**src/rtl/cyclic_lamp_array.sv**
```systemverilog
// Cyclic lamp array: rotate up/down, bounce and blink lamp patterns.
// Blink on mode 11 is only built with CYCLIC_LAMP_BLINK_EN; otherwise 11 rotates up.
module cyclic_lamp_array #(
    parameter int N_LAMPS = 3,
    parameter int DWELL   = 4
) (
    input  logic               clock,
    input  logic               reset_n,
    input  logic               enable,
    input  logic [1:0]         mode,
    output logic [N_LAMPS-1:0] light,
    output logic               step,
    output logic               wrap
);

    localparam int CW = (DWELL > 1) ? $clog2(DWELL) : 1;
    localparam logic [CW-1:0] LAST = CW'(DWELL - 1);
    localparam logic [N_LAMPS-1:0] ONE = N_LAMPS'(1);
    localparam logic [N_LAMPS-1:0] ALL = '1;

    typedef enum logic {
        UP = 1'b0,
        DN = 1'b1
    } dir_t;

    dir_t dir;
    dir_t dir_nx;
    dir_t bnc_dir;

    logic [CW-1:0]      cnt;
    logic               adv;
    logic               onehot;
    logic               is_blink;
    logic               wrap_nx;
    logic [N_LAMPS-1:0] rot_up;
    logic [N_LAMPS-1:0] rot_dn;
    logic [N_LAMPS-1:0] bnc;
    logic [N_LAMPS-1:0] light_nx;

    assign adv    = enable && (cnt == LAST);
    assign onehot = (light != '0) && ((light & (light - ONE)) == '0);

`ifdef CYCLIC_LAMP_BLINK_EN
    assign is_blink = (mode == 2'b11);
`else
    assign is_blink = 1'b0;
`endif

    if (N_LAMPS > 1) begin : g_rot
        assign rot_up = {light[N_LAMPS-2:0], light[N_LAMPS-1]};
        assign rot_dn = {light[0], light[N_LAMPS-1:1]};
    end else begin : g_rot1
        assign rot_up = light;
        assign rot_dn = light;
    end

    // Flip at the ends first, then move, so an end lamp bounces straight back.
    always_comb begin
        bnc     = light;
        bnc_dir = dir;
        if (N_LAMPS > 1) begin
            if (dir == UP && light[N_LAMPS-1]) begin
                bnc_dir = DN;
            end else if (dir == DN && light[0]) begin
                bnc_dir = UP;
            end
            bnc = (bnc_dir == UP) ? (light << 1) : (light >> 1);
        end
    end

    always_comb begin
        light_nx = light;
        dir_nx   = dir;
        wrap_nx  = 1'b0;
        if (is_blink) begin
            light_nx = (light == ALL) ? '0 : ALL;
            wrap_nx  = (light == ALL);
        end else if (!onehot) begin
            light_nx = ONE;
            dir_nx   = UP;
        end else begin
            unique case (mode)
                2'b01: begin
                    light_nx = rot_dn;
                    dir_nx   = UP;
                    wrap_nx  = light[0];
                end
                2'b10: begin
                    light_nx = bnc;
                    dir_nx   = bnc_dir;
                    wrap_nx  = bnc[0];
                end
                default: begin
                    light_nx = rot_up;
                    dir_nx   = UP;
                    wrap_nx  = light[N_LAMPS-1];
                end
            endcase
        end
    end

    always_ff @(posedge clock or negedge reset_n) begin
        if (!reset_n) begin
            cnt   <= '0;
            light <= ONE;
            dir   <= UP;
            step  <= 1'b0;
            wrap  <= 1'b0;
        end else begin
            step <= adv;
            wrap <= adv & wrap_nx;
            if (enable) begin
                cnt <= adv ? '0 : cnt + 1'b1;
            end
            if (adv) begin
                light <= light_nx;
                dir   <= dir_nx;
            end
        end
    end

endmodule

```
**config.mk**
```make
export PLATFORM = sky130hd
export DESIGN_NAME = cyclic_lamp_array
export DESIGN_NICKNAME = d
export VERILOG_FILES = /design/src/rtl/cyclic_lamp_array.sv
export SDC_FILE = /design/constraint.sdc
export NUM_CORES = 1
export LEC_CHECK = 0
export ABC_CLOCK_PERIOD_IN_PS = 1900
export BUFFER_PORTS_ARGS = -buffer_cell sky130_fd_sc_hd__buf_2
export CELL_PAD_IN_SITES_DETAIL_PLACEMENT = 1
export CELL_PAD_IN_SITES_GLOBAL_PLACEMENT = 2
export CORE_MARGIN = 2
export CORE_UTILIZATION = 34
export DETAILED_ROUTE_END_ITERATION = 10
export HOLD_SLACK_MARGIN = 0.03
export PLACE_DENSITY_LB_ADDON = 0.3
export SETUP_SLACK_MARGIN = 0.2
export SYNTH_ARGS = -nofsm -noshare
export SYNTH_HDL_FRONTEND = slang
export SYNTH_SLANG_ARGS = --single-unit
export TNS_END_PERCENT = 50
```
**constraint.sdc**
```tcl
create_clock -name clock -period 1.9 [get_ports clock]
set_input_delay 0.38 -clock clock [delete_from_list [all_inputs] [get_ports clock]]
set_output_delay 0.38 -clock clock [all_outputs]
set_load 0.02 [all_outputs]
```
[Word-level counts from Yosys, hierarchy flattened]
Cells that the tools add are included.
Operators by class
  $add $sub $neg: 2
  eq/ne operators: 3
  muxes and demuxes: 10
  bitwise gates (word level): 3
  reductions and logical operators: 6
Operators by type and width (count)
  $mux W3: 2
  $pmux W3 S2: 1
  $mux W1: 5
  $eq A2 B2 Y1 const B: 2
  $logic_and A1 B1 Y1: 4
  $and A3 B3 Y3: 1
  $logic_not A3 Y1: 1
  $reduce_bool A3 Y1: 1
  $sub A3 B1 Y3 const B: 1
  $add A2 B1 Y2 const B: 1
  $eq A2 B1 Y1 const B: 1
  $mux W2: 1
  $pmux W1 S2: 1
  $and A1 B1 Y1: 1
  $not A1 Y1: 1
Word-level totals
  bits in registers: 8

[Depth between registers and ports, before layout]
Gate-level depths: netlist (run 1).
  depth in word-level cells: 7
  mapped depth: 6
  gate-level depth less buffers: 5

[Worst setup path before layout (run 1)]
OpenSTA, ideal clock, no wires.
  kind: input -> register
  start point: input port mode[0]
  end point: register light[0]
  setup time: 0.087 ns
  arrival: 1.347 ns
  required time: 1.813 ns
  setup slack: 0.467 ns
  stages on the path: 6
  buffers on the path: 1
  cells stage by stage: inv_1 -> ha_1 -> buf_2 -> or3b_1 -> a21oi_1 -> a211oi_1
Between the ends
  word-level cells in the longest chain between the ends: 3
  elaborated cells between the ends (all ways): 4
  those cells by class: 2 x eq/ne; 2 x mux
RTL lines
  from (decl): line 10  | input logic [1:0] mode,
  $eq A2 B2 Y1 / $eq A2 B1 Y1 (equally long branches): line 82  | unique case (mode)
  $pmux W3 S2 *: line 82
  $mux W3 *: line 78  | end else if (!onehot) begin
  to (signal assigned): line 116  | light <= light_nx;
  to (decl): line 11  | output logic [N_LAMPS-1:0] light,
Mark *: on every way between the ends. The rest lies on a longest branch, timed or not.
A chain may end at the register's enable or synchronous reset.

[Final worst setup path (run 1)]
  start point: register light[1]
  end point: output port light[1]
No word-level cell between the ends.

==> run metrics, run 1 <==
status=complete, no violations; Setup crit end kind=output pin; vias post-DR=466; CTS tree=yes; # DRC=0; WP data required=1.52 ns; final hold slack=0.380 ns; DP Cell Count=78; Clock Skews=0.00315 ns; Post-synth EDFFs=0; final worst setup slack=0.413 ns; RSZ-0062 raised after global routing=false; Synth Instances=57; P_sw=0.256 mW; fill count=189; share of layout cells above drive strength 1=0.224; Leak Pwr=0.280 nW; Clk pwr share=0.214; worst reg2reg setup slack=0.51 ns; GRT overflow=0; Cell Area, Synth=558 µm²; post-route minimum period=1.49 ns; Power Internal=0.405 mW; Max FO, Critical Path=13; num rows=14; Seq. cell area=201 µm²; synthesis warning total=0; Yosys cell types=33; cell accounting for the most synthesized area=dfrtp_1; Max-cap violations=0; via/cell ratio=5.61; worst-path cell chain=buf_2; critical setup path kind=flip-flop to output pin; Tot GR Track Use=0.153; Final Non-Filler Cells=83; synth top area cells=dfrtp_1 (31%), ha_1 (6.7%), dfstp_2 (4.7%); hold buffers post-CTS=1; initial antenna violation count=0; initial core utilization=0.366; placed instance area=591 µm²; Cell Pwr Density=1050 nW/µm²; FMAX=672 MHz; top cell type's share of synthesized area=0.314; commonest non-fill, non-tap cells in the layout=buf_2 (9), dfrtp_1 (7), inv_1 (5), a21oi_1 (4); Post-CTS Setup Bufs=0; Final period util=0.783; Top Family by Delay on Critical Path=flip-flops; Gate power share=0.356; Skew-Pair Late Insertion Delay=0.26 ns; first-pass GRT wire length=2120 µm; largest net degree at the start of global routing=14; Hold Vio Cnt, Final=0; Sinks on Clock Net=8; DIE AREA=1980 µm²; ANT cells=0; synthesis-to-layout area growth=12.3%; post-route ant nets=0; CTS root buf=clkbuf_4; cts repair resizes=0; Core Box Area=1520 µm²; wire per inst=14.8 µm; Initial DRC Count=5; Placer Congestion=0.682; dpl ws=0.290 ns; number of port buffers=9; detailed placement HPWL=905 µm; worst hold path type=input pin to flip-flop; syn avg cell area=9.79 µm²; Peak supply drop=0.770 mV; CP max stage delay=0.60 ns; TNS Setup=0 ns; slew margin rel.=0.715; commonest non-fill, non-tap cell in the layout=buf_2; Top FF cell, synth=dfrtp_1; Syn Nets=65; post-synthesis sequential area ratio=0.361; fin area=627 µm²; CP startpoint kind=flip-flop; multi-input logic area=305 µm²; H-tree depth=1; # IOs=10; CTS buffer count=3; Final Max Slew Viols=0; vias in the first global route=448; WP buf/inv=1; final design utilization=0.411; clock buffer depth=2; switching part of the total=0.388; Clk pin slew, worst setup/hold paths=0.06 ns; flops & latches, synth=8; Final Total Pwr=0.661 mW; Detailed Routing Iterations Pass 1=2; Crit-path slowest cell=dfrtp_1; Seq pwr share=0.430; die span in y=44.5 µm; Slew @ Worst Pin=0.427 ns; Nets=76; final WL=1230 µm; endpoints failing setup=0; width of the die=44.5 µm; CP arrival=1.11 ns; asr flop ratio synth=1.00
## cell families (layout without fill, tap and decap cells)
kind of cell             count (synthesis)  count (layout)  synth area share
AND/OR/NAND/NOR                         17              17             0.197
buffers and inverters                    9              19            0.0919
multiplexers                             2               2            0.0381
AO/OA/AOI/OAI                           18              18             0.244
flip-flops                               8               8             0.361
adder cells (fa/ha/maj)                  3               3            0.0673
## cell usage after synthesis (2+ instances only)
cell type and count:
a21o_1 2, a21oi_1 4, buf_2 2, buf_6 2
dfrtp_1 7, ha_1 3, inv_1 5, nand2_1 3
nand2b_1 3, nand3b_1 2, nor2b_1 2
## power by group through the flow
stage	clock network [mW]	registers, mW	logic, mW
after floorplan	0	0.273	0.198
after global placement	0	0.287	0.228
after detailed placement	0	0.289	0.234
after CTS	0.149	0.286	0.236
after global routing	0.159	0.298	0.260
final	0.141	0.284	0.235
## worst paths after layout
kind	from	endpoint	cells after the start
worst min-delay path	enable	cnt[0]$_DFFE_PN0P_	2
min in group asynchronous	reset_n	step$_DFF_PN0_	2
worst min register to register	cnt[0]$_DFFE_PN0P_	cnt[0]$_DFFE_PN0P_	1
worst max register to register	cnt[0]$_DFFE_PN0P_	light[2]$_DFFE_PN0P_	5
worst max-delay path	light[1]$_DFFE_PN0P_	light[1]	1
max in group asynchronous	reset_n	light[0]$_DFFE_PN1P_	2
## layout make-up
type                            instances  area share
Multi-Input combinational cell         40       0.487
Sequential cell                         8       0.321
Timing Repair Buffer                   10      0.0878
Clock buffer                            4      0.0419
Tap cell                               16      0.0319
Inverter                                5      0.0299
## metal layers
layer  part of all wire  track usage  vias to the layer above
met2               0.44        0.212                        9
li1                   -            -                      230
met3              0.046       0.0735                        2
met5                  0            0                        -
met4              0.011       0.0545                        0
met1               0.50        0.206                      225
## flip-flops by register name (all words and copies together), names as in the netlist
signal,cells
cnt,2
light,3
wrap,1
step,1
dir,1
Power figures use the tool's default switching activity.
==> inputs of run 2 (changes only) <==
- ABC_CLOCK_PERIOD_IN_PS: 1900 -> 1550
- CORE_UTILIZATION: 34 -> 32
- clock period: 1.9 -> 1.55 ns (I/O delays scaled with it)
==> run metrics, run 2 (synthesis gave the netlist of run 1 again) <==
status=complete, no violations; Detailed Routing Iterations Pass 1=3; largest net degree at the start of global routing=14; Final period util=0.846; share of layout cells above drive strength 1=0.300; Gate power share=0.412; number of port buffers=9; worst hold path type=input pin to flip-flop; clock buffer depth=2; vias post-DR=483; # DRC=0; initial core utilization=0.330; first-pass GRT wire length=2350 µm; Global Route met3 Usage=0.0516; Slew @ Worst Pin=0.298 ns; Final Total Pwr=0.885 mW; DIE AREA=2090 µm²; Placer Congestion=0.779; width of the die=45.8 µm; commonest non-fill, non-tap cell in the layout=buf_2; commonest non-fill, non-tap cells in the layout=buf_2 (9), inv_1 (5), dfrtp_1 (5), a21oi_1 (4); H-tree depth=1; CP arrival=1.00 ns; synthesis-to-layout area growth=17.5%; Peak supply drop=0.519 mV; Seq pwr share=0.375; fill count=205; final WL=1430 µm; post-route ant nets=0; multi-input logic area=308 µm²; GR Util met1=0.208; ANT cells=0; WP buf/inv=1; CTS root buf=clkbuf_4; RSZ-0062 raised after global routing=true; detailed placement HPWL=1010 µm; worst-path cell chain=buf_2; Leak Pwr=0.291 nW; Hold Vio Cnt, Final=0; Clk pin slew, worst setup/hold paths=0.06 ns; Tot GR Track Use=0.165; Top Usage Layer GRT=met2; final design utilization=0.388; Clk pwr share=0.212; fin area=656 µm²; post-route minimum period=1.31 ns; TNS Setup=0 ns; top flop regs=light x3, cnt x2; Skew-Pair Late Insertion Delay=0.28 ns; Clock Skews=0.00927 ns; GRT overflow=0; Core Box Area=1690 µm²; CTS tree=yes; Sinks on Clock Net=8; Seq. cell area=204 µm²; switching part of the total=0.393; CP startpoint kind=flip-flop; Top Family by Delay on Critical Path=flip-flops; FMAX=763 MHz; Max-cap violations=0; Nets=79; vias in the first global route=484; initial antenna violation count=0; Final Max Slew Viols=0; via/cell ratio=5.55; Crit-path slowest cell=dfstp_2; die span in y=45.8 µm; Biggest register=light; met2 GRT Util=0.245; Initial DRC Count=7; final worst setup slack=0.239 ns; Cell Pwr Density=1350 nW/µm²; P_sw=0.347 mW; Max FO, Critical Path=4; slew margin rel.=0.801; Setup crit end kind=output pin; critical setup path kind=flip-flop to output pin; placed instance area=599 µm²; wire per inst=16.5 µm; num rows=15; # IOs=10; Power Internal=0.537 mW; dpl ws=-0.0316 ns; WP data required=1.24 ns; endpoints failing setup=0; max reg flops=3; CTS buffer count=3; CP max stage delay=0.56 ns
## run 2: cell type report
type,count,share of cell area
clock buffers,4,0.0401
inverters,5,0.0286
multi-input cells,40,0.469
flip-flops and latches,8,0.311
well taps,17,0.0324
repair buffers,13,0.118
## run 2: what timing repair did
action,4_1_cts,5_1_grt
hold endpoints to repair,7,0
resized for setup,1,2
setup buffers,2,0
hold buffers,1,0
pin swaps,0,0
setup endpoints to repair,4,5
## run 2: final timing paths
kind	endpoint	slack (ns)	depth (start not counted)	startpoint
max in group asynchronous	light[0]$_DFFE_PN1P_	0.90	2	reset_n
worst max-delay path	light[0]	0.24	1	light[0]$_DFFE_PN1P_
worst min register to register	cnt[0]$_DFFE_PN0P_	0.49	1	cnt[0]$_DFFE_PN0P_
worst min-delay path	cnt[0]$_DFFE_PN0P_	0.30	2	enable
min in group asynchronous	cnt[0]$_DFFE_PN0P_	0.40	2	reset_n
worst max register to register	light[1]$_DFFE_PN0P_	0.28	4	light[0]$_DFFE_PN1P_
## run 2: metal layers
| layer | share of wire | vias to the layer above |
|---|---|---|
| met5 | 0 | - |
| met1 | 0.47 | 236 |
| met3 | 0.033 | 3 |
| met4 | 0.014 | 0 |
| li1 | - | 235 |
| met2 | 0.48 | 9 |
## run 2: power by group through the flow
| stage | clock network [mW] | registers (mW) | logic (mW) |
|---|---|---|---|
| floorplan | 0 | 0.335 | 0.244 |
| global placement | 0 | 0.351 | 0.289 |
| detailed placement | 0 | 0.353 | 0.300 |
| CTS | 0.193 | 0.330 | 0.364 |
| global route | 0.205 | 0.338 | 0.402 |
| finish | 0.188 | 0.332 | 0.365 |
## run 2: per-stage QoR
stage / cells / hold slack (ns)
floorplan: 57 / 0.0144
global placement: 80 / 0.162
detailed placement: 80 / 0.169
CTS: 87 / 0.282
global route: 87 / 0.320
finish: 87 / 0.296
